<file path="src/rtl/caliptra_prim_clock_div_step.sv">
`default_nettype none
// ============================================================================
// Module   : caliptra_prim_clock_div_step
// Purpose  : Even-ratio clock divider with a step-down request/ack handshake.
//            Divides clk_i by DIVISOR, or by DIVISOR/2 while step-down is
//            acknowledged. The ratio changes only on the divided-clock rising
//            edge, so no runt pulse is produced. A one-cycle enable pulse marks
//            each divided-clock rising edge. In scan mode clk_o follows clk_i.
//
// Ports    : clk_i            in   source clock
//            rst_i            in   synchronous active-high reset
//            scanmode_i       in   scan-mode bypass select
//            step_down_req_i  in   level request, 1 = divide by DIVISOR/2
//            step_down_ack_o  out  1 while the DIVISOR/2 ratio is in effect
//            clk_en_o         out  one-cycle pulse on each divided rising edge
//            clk_o            out  divided clock (clk_i in scan bypass)
//
// Revision : 1.0  initial release
// ============================================================================
module caliptra_prim_clock_div_step #(
    parameter int   DIVISOR       = 4,
    parameter logic HAS_SCAN_MODE = 1'b1,
    parameter logic NO_FPGA_BUFG  = 1'b0
) (
    input  wire logic clk_i,
    input  wire logic rst_i,
    input  wire logic scanmode_i,
    input  wire logic step_down_req_i,
    output logic      step_down_ack_o,
    output logic      clk_en_o,
    output logic      clk_o
);

    localparam int CNT_W = $clog2(DIVISOR / 2);

    // Terminal counts (half - 1) for each ratio.
    localparam logic [CNT_W-1:0] c_LAST_NORMAL  = CNT_W'(DIVISOR / 2 - 1);
    localparam logic [CNT_W-1:0] c_LAST_STEPPED = CNT_W'(DIVISOR / 4 - 1);

    generate
        if ((DIVISOR < 4) || ((DIVISOR % 4) != 0)) begin : g_bad_divisor
            $error("DIVISOR must be a multiple of 4 and at least 4");
        end
    endgenerate

    typedef enum logic [0:0] {
        ST_NORMAL  = 1'b0,
        ST_STEPPED = 1'b1
    } state_e;

    state_e           r_state;
    logic [CNT_W-1:0] r_cnt;
    logic             r_clk_q;
    logic             r_ack;
    logic             r_clk_en;

    logic             w_last;
    logic             w_boundary;
    logic             w_scan;

    assign w_last     = (r_cnt == ((r_state == ST_STEPPED) ? c_LAST_STEPPED : c_LAST_NORMAL));
    // The cycle on whose closing edge clk_q rises: the only point where the
    // ratio may change, so every phase keeps its full length.
    assign w_boundary = w_last && !r_clk_q;

    always_ff @(posedge clk_i) begin
        if (rst_i) begin
            r_cnt    <= '0;
            r_clk_q  <= 1'b0;
            r_state  <= ST_NORMAL;
            r_ack    <= 1'b0;
            r_clk_en <= 1'b0;
        end else begin
            if (w_last) begin
                r_cnt   <= '0;
                r_clk_q <= ~r_clk_q;
            end else begin
                r_cnt   <= r_cnt + CNT_W'(1);
            end

            r_clk_en <= w_boundary;

            // Request is only looked at on the boundary; the new half takes
            // effect with the period that opens on this same edge.
            if (w_boundary) begin
                case (r_state)
                    ST_NORMAL: begin
                        if (step_down_req_i) begin
                            r_state <= ST_STEPPED;
                            r_ack   <= 1'b1;
                        end
                    end
                    ST_STEPPED: begin
                        if (!step_down_req_i) begin
                            r_state <= ST_NORMAL;
                            r_ack   <= 1'b0;
                        end
                    end
                    default: begin
                        r_state <= ST_NORMAL;
                        r_ack   <= 1'b0;
                    end
                endcase
            end
        end
    end

    assign step_down_ack_o = r_ack;
    assign clk_en_o        = r_clk_en;

    assign w_scan = HAS_SCAN_MODE && scanmode_i;

    // Output clock mux. In this generic implementation both flavours reduce to
    // the same 2:1 select; technology builds swap in a buffered FPGA primitive.
    generate
        if (NO_FPGA_BUFG) begin : g_mux_nobufg
            assign clk_o = w_scan ? clk_i : r_clk_q;
        end else begin : g_mux_generic
            assign clk_o = w_scan ? clk_i : r_clk_q;
        end
    endgenerate

endmodule
`default_nettype wire

</file>
<file path="config.mk">
export PLATFORM = sky130hd
export DESIGN_NAME = caliptra_prim_clock_div_step
export DESIGN_NICKNAME = d
export VERILOG_FILES = /design/src/rtl/caliptra_prim_clock_div_step.sv
export SDC_FILE = /design/constraint.sdc
export NUM_CORES = 1
export LEC_CHECK = 0
export BUFFER_PORTS_ARGS = -buffer_cell sky130_fd_sc_hd__buf_2
export CORE_AREA = 10 10 47 49
export CTS_CLUSTER_DIAMETER = 30
export CTS_CLUSTER_SIZE = 16
export DETAILED_ROUTE_END_ITERATION = 16
export DIE_AREA = 0 0 57 59
export PLACE_DENSITY = 0.42
export SLEW_MARGIN = 10
export SYNTH_ARGS = -nofsm -noshare
export SYNTH_HDL_FRONTEND = slang
export SYNTH_SLANG_ARGS = --single-unit
</file>
<file path="constraint.sdc">
create_clock -name clk_i -period 3.6 [get_ports clk_i]
set_clock_uncertainty 0.2 [all_clocks]
set_input_delay 0.18 -clock clk_i [delete_from_list [all_inputs] [get_ports clk_i]]
set_output_delay 0.18 -clock clk_i [all_outputs]
set_load 0.01 [all_outputs]
</file>
# After elaboration in Yosys (flattened, before gate mapping)
# Cells that the tools add are included.
[classes]
addsub = 1
n_eq_ne = 3
mux = 6
bitwise = 2
n_reduce_logical = 4
[ops]
columns = ["op", "count"]
rows = [
  ["$mux W1", 5],
  ["$ne A2 B2 Y1 const B", 2],
  ["$reduce_and A3 Y1", 1],
  ["$not A1 Y1", 2],
  ["$pmux W1 S2", 1],
  ["$reduce_or A2 Y1", 1],
  ["$add A1 B1 Y1 const B", 1],
  ["$eq A1 B1 Y1", 1],
  ["$logic_and A1 B1 Y1", 1],
  ["$logic_not A1 Y1", 1],
]
[totals]
regBits = 5
in_bits = 4
out_inout_bits = 3
wordCells = 21

# Longest topological paths before layout
# Gate-level depths: netlist of the first run.
[logic_depth]
word_depth = 4
mapped_depth = 3
depth_no_buf = 3

==> summary.json, run 1 <==
{
  "run_status": "finished, final reports clean",
  "grt_setup_unrepaired": "no",
  "crit_chain": "clkbuf_4 > clkbuf_4 > mux2_2 > buf_2",
  "critPathMaxStageDelay_ns": 0.25,
  "grt.busiest_layer": "met4",
  "timing.critical_path.from_type": "clock port",
  "synth_enable_flop_cells": 0,
  "yosys.cell_count.top_type": "dfxtp_1",
  "drt-vias-per-instance": 4.08,
  "worst_pin_slew_ns": 0.244,
  "nNetsFinal": 39,
  "critPathRequiredTime_ns": 3.22,
  "final.fill_count": 166,
  "first_pass_iters": 3,
  "synthDominantAreaCellType": "dfxtp_1",
  "slew-limit-headroom": 0.835,
  "drt_drc_violations_left": 0,
  "total_power_mw": 0.228,
  "global_route.usage.met2": 0.0403,
  "port-buffer-count": 6,
  "grt_start_max_net_pins": 7,
  "boundaryPins": 7,
  "finalMaxSlewViolations": 0,
  "area_of_the_multi_input_gates_um2": 96.3,
  "timing.final.setup_violations": 0,
  "gp_congestion": 0.580,
  "postSynthAreaPerCell_um2": 10.5,
  "synth_area_leaders": "dfxtp_1 (50%), o41ai_2 (8.1%), mux2_2 (5.6%)",
  "dr_total_vias": 204,
  "grt_use_met3": 0.0858,
  "cts_tree": "yes",
  "die_area_um2": 3360,
  "insertion_delay_ns": 0.36,
  "timing.critical_path.arrival_ns": 2.42,
  "post-route-cell-area_um2": 319,
  "worst-path-max-fanout": 2,
  "final-seq-area_um2": 100,
  "hold_class": "reg2reg",
  "grt_util_all_layers": 0.0497,
  "crit-reg2reg-launch": "r_state",
  "power.ir.vdd_worst_mv": 0.171,
  "floorplan.rows": 14,
  "synthDominantCellAreaShare": 0.500,
  "syn-instance-count": 19,
  "placed_area_um2": 250,
  "critical-path-top-cell-by-count": "clkbuf_4",
  "grt_remaining_overflow": 0,
  "drive_gt1_frac": 0.441,
  "postSynthRegisterBits": 5,
  "finalSetupTns_ns": 0,
  "maxCapViolations": 0,
  "crit_path_end_kind": "output port",
  "totalWireLength_um": 576,
  "grt_pass1_vias": 239,
  "syn-cell-area_um2": 200,
  "hold_viol_final": 0,
  "crit_start": "clk_i",
  "y_dimension_of_the_die_um": 59,
  "synth_cell_type_count": 13,
  "overall_die_width_um": 57,
  "synth-warning-count": 0,
  "diodes": 0,
  "grt_first_pass_wirelength_um": 945,
  "placeableCoreArea_um2": 1400,
  "initial_core_util": 0.143,
  "post-cts-setup-buffers": 0,
  "area_delta_synth_final_pct": 59.4,
  "worst_hold_path_startpoint": "step_down_ack_o",
  "post_drt_wl_per_cell_um": 11.5,
  "dominantRegCellSynth": "dfxtp_1",
  "antenna_violations_before_repair": 0,
  "timing.final.ws_setup_ns": 0.801,
  "worst_setup_hold_path_clk_slew_ns": 0.04,
  "setup.worst_path.class": "clk2out",
  "synth_sequential_area_ratio": 0.500,
  "synth.cells.most_frequent": "dfxtp_1 (5), a21oi_1 (2), o21ai_0 (2)",
  "use_met1": 0.0237,
  "async_reset_ff_frac": 0,
  "p_per_area_nw_per_um2": 714,
  "dpl_worst_slack_ns": 1.05,
  "drt-initial-drc-count": 2,
  "synth_fp_nets": 23,
  "cts_repair_resize_count": 0,
  "static-leakage-power_nw": 0.132,
  "postRouteAntennaNets": 0,
  "cp_slowest_cell": "mux2_2"
}
-- cell type report --
cell class / instances / area share
multi-input combinational: 13 / 0.302
inverter: 1 / 0.0118
tap: 16 / 0.0627
clock buffer: 8 / 0.169
sequential: 5 / 0.314
timing repair buffer: 7 / 0.141
-- registers in the layout, summed over array words and instances, names as in the netlist --
name / flops
r_cnt: 1
r_state: 1
clk_en_o: 1
r_clk_q: 1
step_down_ack_o: 1
-- per-layer routing --
| metal | wire length, um | vias up |
|---|---|---|
| li1 | - | 97 |
| met1 | 193 | 91 |
| met2 | 236 | 11 |
| met3 | 127 | 5 |
| met4 | 19 | 0 |
| met5 | 0 | - |
-- per-stage QoR --
stage               instances  hold WS, ns   util
floorplan                  19       0.0491      -
global placement           41        0.201  0.179
detailed placement         41        0.204  0.179
CTS                        50        0.262  0.228
global route               50        0.279  0.228
finish                     50        0.264  0.228
-- path summary, 6_finish.rpt --
path	to	slack, ns	depth (start not counted)
worst max-delay path	clk_o	0.80	4
worst max register to register	step_down_ack_o	2.36	3
worst min register to register	step_down_ack_o	0.26	2
worst min-delay path	step_down_ack_o	0.26	2
-- logic make-up after synthesis --
| kind of cell | count (synthesis) | share of synthesized area |
|---|---|---|
| simple gates | 6 | 0.200 |
| mux | 1 | 0.0562 |
| xor+xnor | 1 | 0.0438 |
| buf+inv | 1 | 0.0187 |
| compound gates | 5 | 0.181 |
| flops | 5 | 0.500 |
-- cells in the final DEF (no fill, tap or decap), drive strengths merged --
cell         n
clkbuf       7
buf          6
dfxtp        5
o21ai        2
a21oi        2
dlygate4sd3  2
nor3         2
mux2         1
xnor2        1
nor2b        1
nand3b       1
nand2b       1
inv          1
o41ai        1
nand3        1
-- report_power, final --
group	leakage (nW)	internal (mW)	total [mW]	switching [mW]
logic	0.0531	0.0117	0.0226	0.0109
registers	0.0413	0.0633	0.0717	0.00847
clock network	0.0377	0.0887	0.133	0.0448
total	0.132	0.164	0.228	0.0641
-- worst max-delay path: cells and delay by family --
kind / cells / cell delay [ns]
muxes: 1 / 0.25
buffers and inverters: 3 / 0.37
-- what timing repair did --
| action | 4_1_cts | 5_1_grt |
|---|---|---|
| hold endpoints to repair | 5 | 0 |
| endpoints found under the setup margin | 0 | 0 |
| hold buffers | 2 | 0 |
No activity file was read; power rests on OpenSTA's default activity.
==> run 2, diff against run 1 <==
PLACE_DENSITY = 0.43   (was 0.42)
clock period = 2.45 ns   (was 3.6 ns; I/O delays follow)
==> run 2 against run 1 <==
Against the previous run: global-route usage fell by 1.4 points; non-clock buffer count up 1; critical path depth is the same.
==> summary.json, run 2 (synthesis results as in run 1) <==
{
  "setup.worst_path.class": "clk2out",
  "totalWireLength": {"value": 467, "unit": "um", "change": "-19%"},
  "slew-limit-headroom": {"value": 0.841, "change": "+0.00599"},
  "grt_util_all_layers": {"value": 0.0355, "change": "-0.0142"},
  "reg2regPathDepth": {"value": 4, "change": "+1"},
  "dpl_worst_slack": {"value": 0.534, "unit": "ns", "change": "-0.518 ns"},
  "drt-initial-drc-count": {"value": 5, "change": "+3"},
  "die_area": {"value": 3360, "unit": "um^2", "change": "unchanged"},
  "timing.critical_path.from_type": "clock port",
  "postLayoutCoreUtil": {"value": 0.235, "change": "+0.00714"},
  "min_delay_path_depth": {"value": 2, "change": "unchanged"},
  "crit_path_end_kind": "output port",
  "timing.critical_path.arrival": {"value": 1.83, "unit": "ns", "change": "-0.59 ns"},
  "dr_total_vias": {"value": 200, "change": "-2.0%"},
  "critical_path.reg2reg.endpoint": "r_state",
  "final-seq-area": {"value": 100, "unit": "um^2", "change": "unchanged"},
  "hold_class": "reg2reg",
  "finalSetupTns": {"value": 0, "unit": "ns", "change": "unchanged"},
  "gp_congestion": {"value": 0.592, "change": "+1.9%"},
  "drt-vias-per-instance": {"value": 3.92, "change": "-3.9%"},
  "critPathRequiredTime": {"value": 2.13, "unit": "ns", "change": "-1.09 ns"},
  "crit_chain": "clkbuf_4 > clkbuf_4 > mux2_2 > buf_2",
  "run_status": "finished, final reports clean",
  "diodes": {"value": 0, "change": "unchanged"},
  "critPathMaxStageDelay": {"value": 0.25, "unit": "ns", "change": "about the same"},
  "y_dimension_of_the_die": {"value": 59, "unit": "um", "change": "unchanged"},
  "category_of_cells_accounting_for_the_largest_share_of_critical_path_delay": "buffers and inverters",
  "antenna_violations_before_repair": {"value": 0, "change": "unchanged"},
  "hold_viol_final": {"value": 0, "change": "unchanged"},
  "worst_hold_path_startpoint": "step_down_ack_o",
  "whs_endpoint": "step_down_ack_o",
  "crit_start": "clk_i",
  "boundaryPins": {"value": 7, "change": "unchanged"},
  "worst-path-max-fanout": {"value": 2, "change": "unchanged"},
  "insertion_delay": {"value": 0.34, "unit": "ns", "change": "-0.02 ns"},
  "critical-path-top-cell-by-count": "clkbuf_4",
  "area_delta_synth_final_pct": 64.4,
  "dp.cells": {"value": 41, "change": "unchanged"},
  "cts_tree": "yes",
  "timing.final.setup_violations": {"value": 0, "change": "unchanged"},
  "grt_pass1_vias": {"value": 207, "change": "-13%"},
  "grt_setup_unrepaired": "no",
  "floorplan.rows": {"value": 14, "change": "unchanged"},
  "post_drt_wl_per_cell": {"value": 9.16, "unit": "um", "change": "-21%"},
  "grt_start_max_net_pins": {"value": 7, "change": "unchanged"},
  "placeableCoreArea": {"value": 1400, "unit": "um^2", "change": "unchanged"},
  "p_per_area": {"value": 984, "unit": "nW/um^2", "change": "+38%"},
  "drt_drc_violations_left": {"value": 0, "change": "unchanged"},
  "overall_die_width": {"value": 57, "unit": "um", "change": "unchanged"},
  "port-buffer-count": {"value": 6, "change": "unchanged"},
  "finalMaxSlewViolations": {"value": 0, "change": "unchanged"},
  "crit-reg2reg-launch": "r_clk_q",
  "power.ir.vdd_worst": {"value": 0.337, "unit": "mV", "change": "+97%"},
  "final_cell_count_without_fillers": {"value": 51, "change": "+2.0%"},
  "final.fill_count": {"value": 160, "change": "-3.6%"},
  "postRouteAntennaNets": {"value": 0, "change": "unchanged"},
  "dp_hpwl_um": 346,
  "layout_common_cells": "clkbuf_4 (6), buf_2 (6), dfxtp_1 (5)",
  "nNetsFinal": {"value": 40, "change": "+2.6%"},
  "grt_remaining_overflow": {"value": 0, "change": "unchanged"},
  "first_pass_iters": {"value": 4, "change": "+1"},
  "grt_first_pass_wirelength": {"value": 745, "unit": "um", "change": "-21%"},
  "worst_pin_slew": {"value": 0.238, "unit": "ns", "change": "-0.00665 ns"},
  "maxCapViolations": {"value": 0, "change": "unchanged"},
  "timing.reg2reg.setup_slack": {"value": 0.78, "unit": "ns", "change": "-1.58 ns"},
  "initial_core_util": {"value": 0.143, "change": "unchanged"},
  "drive_gt1_frac": {"value": 0.429, "change": "-0.0126"},
  "worst_setup_hold_path_clk_slew": {"value": 0.04, "unit": "ns", "change": "about the same"},
  "static-leakage-power": {"value": 0.139, "unit": "nW", "change": "+4.9%"},
  "cp_slowest_cell": "mux2_2",
  "timing.final.ws_setup": {"value": 0.293, "unit": "ns", "change": "-0.508 ns"},
  "number_of_buffer_and_inverter_instances_along_the_worst_setup_path": {"value": 3, "change": "unchanged"},
  "area_of_the_multi_input_gates": {"value": 96.3, "unit": "um^2", "change": "unchanged"}
}
-- run 2: stage by stage --
stage / cell area (um^2) / hold slack (ns) / power [mW]
after global placement: 250 / 0.147 / 0.159
after floorplan: 200 / -0.00843 / 0.141
after global routing: 329 / 0.285 / 0.352
after detailed placement: 250 / 0.147 / 0.161
final: 329 / 0.251 / 0.324
after CTS: 329 / 0.261 / 0.335
-- run 2: worst max-delay path by stage --
stage / to / slack, ns / depth (start not counted)
floorplan: clk_o / 0.63 / 1
global placement: clk_o / 0.53 / 2
detailed placement: clk_o / 0.53 / 2
CTS: clk_o / 0.28 / 4
global route: clk_o / 0.26 / 4
finish: clk_o / 0.29 / 4
-- run 2: repair_timing --
action,4_1_cts,5_1_grt
gates resized for setup,0,0
hold endpoints to repair,5,0
setup endpoints to repair,0,0
hold buffers,3,0
buffers inserted,0,0
-- run 2: where the power goes --
group          total (mW)  switching (mW)  leakage (nW)  internal [mW]
clock               0.184          0.0544        0.0377          0.130
sequential          0.106          0.0130        0.0413         0.0930
combinational      0.0338          0.0147        0.0596         0.0191
-- run 2: cell type report --
| class | count | share of cell area |
|---|---|---|
| repair buffers | 8 | 0.167 |
| multi-input cells | 13 | 0.293 |
| flip-flops and latches | 5 | 0.304 |
| well taps | 16 | 0.0608 |
| clock buffers | 8 | 0.163 |
| inverters | 1 | 0.0114 |
-- run 2: layer usage --
layer  part of all wire  track usage
met5                  0            0
met3               0.22       0.0730
met4                  0       0.0268
met2               0.39       0.0248
met1               0.39       0.0285
-- run 2: worst min-delay path, delay by kind of cell, from the launching register on --
family | cells | cell delay [ns]
AO/OA/AOI/OAI | 2 | 0.09
flip-flops | 1 | 0.31
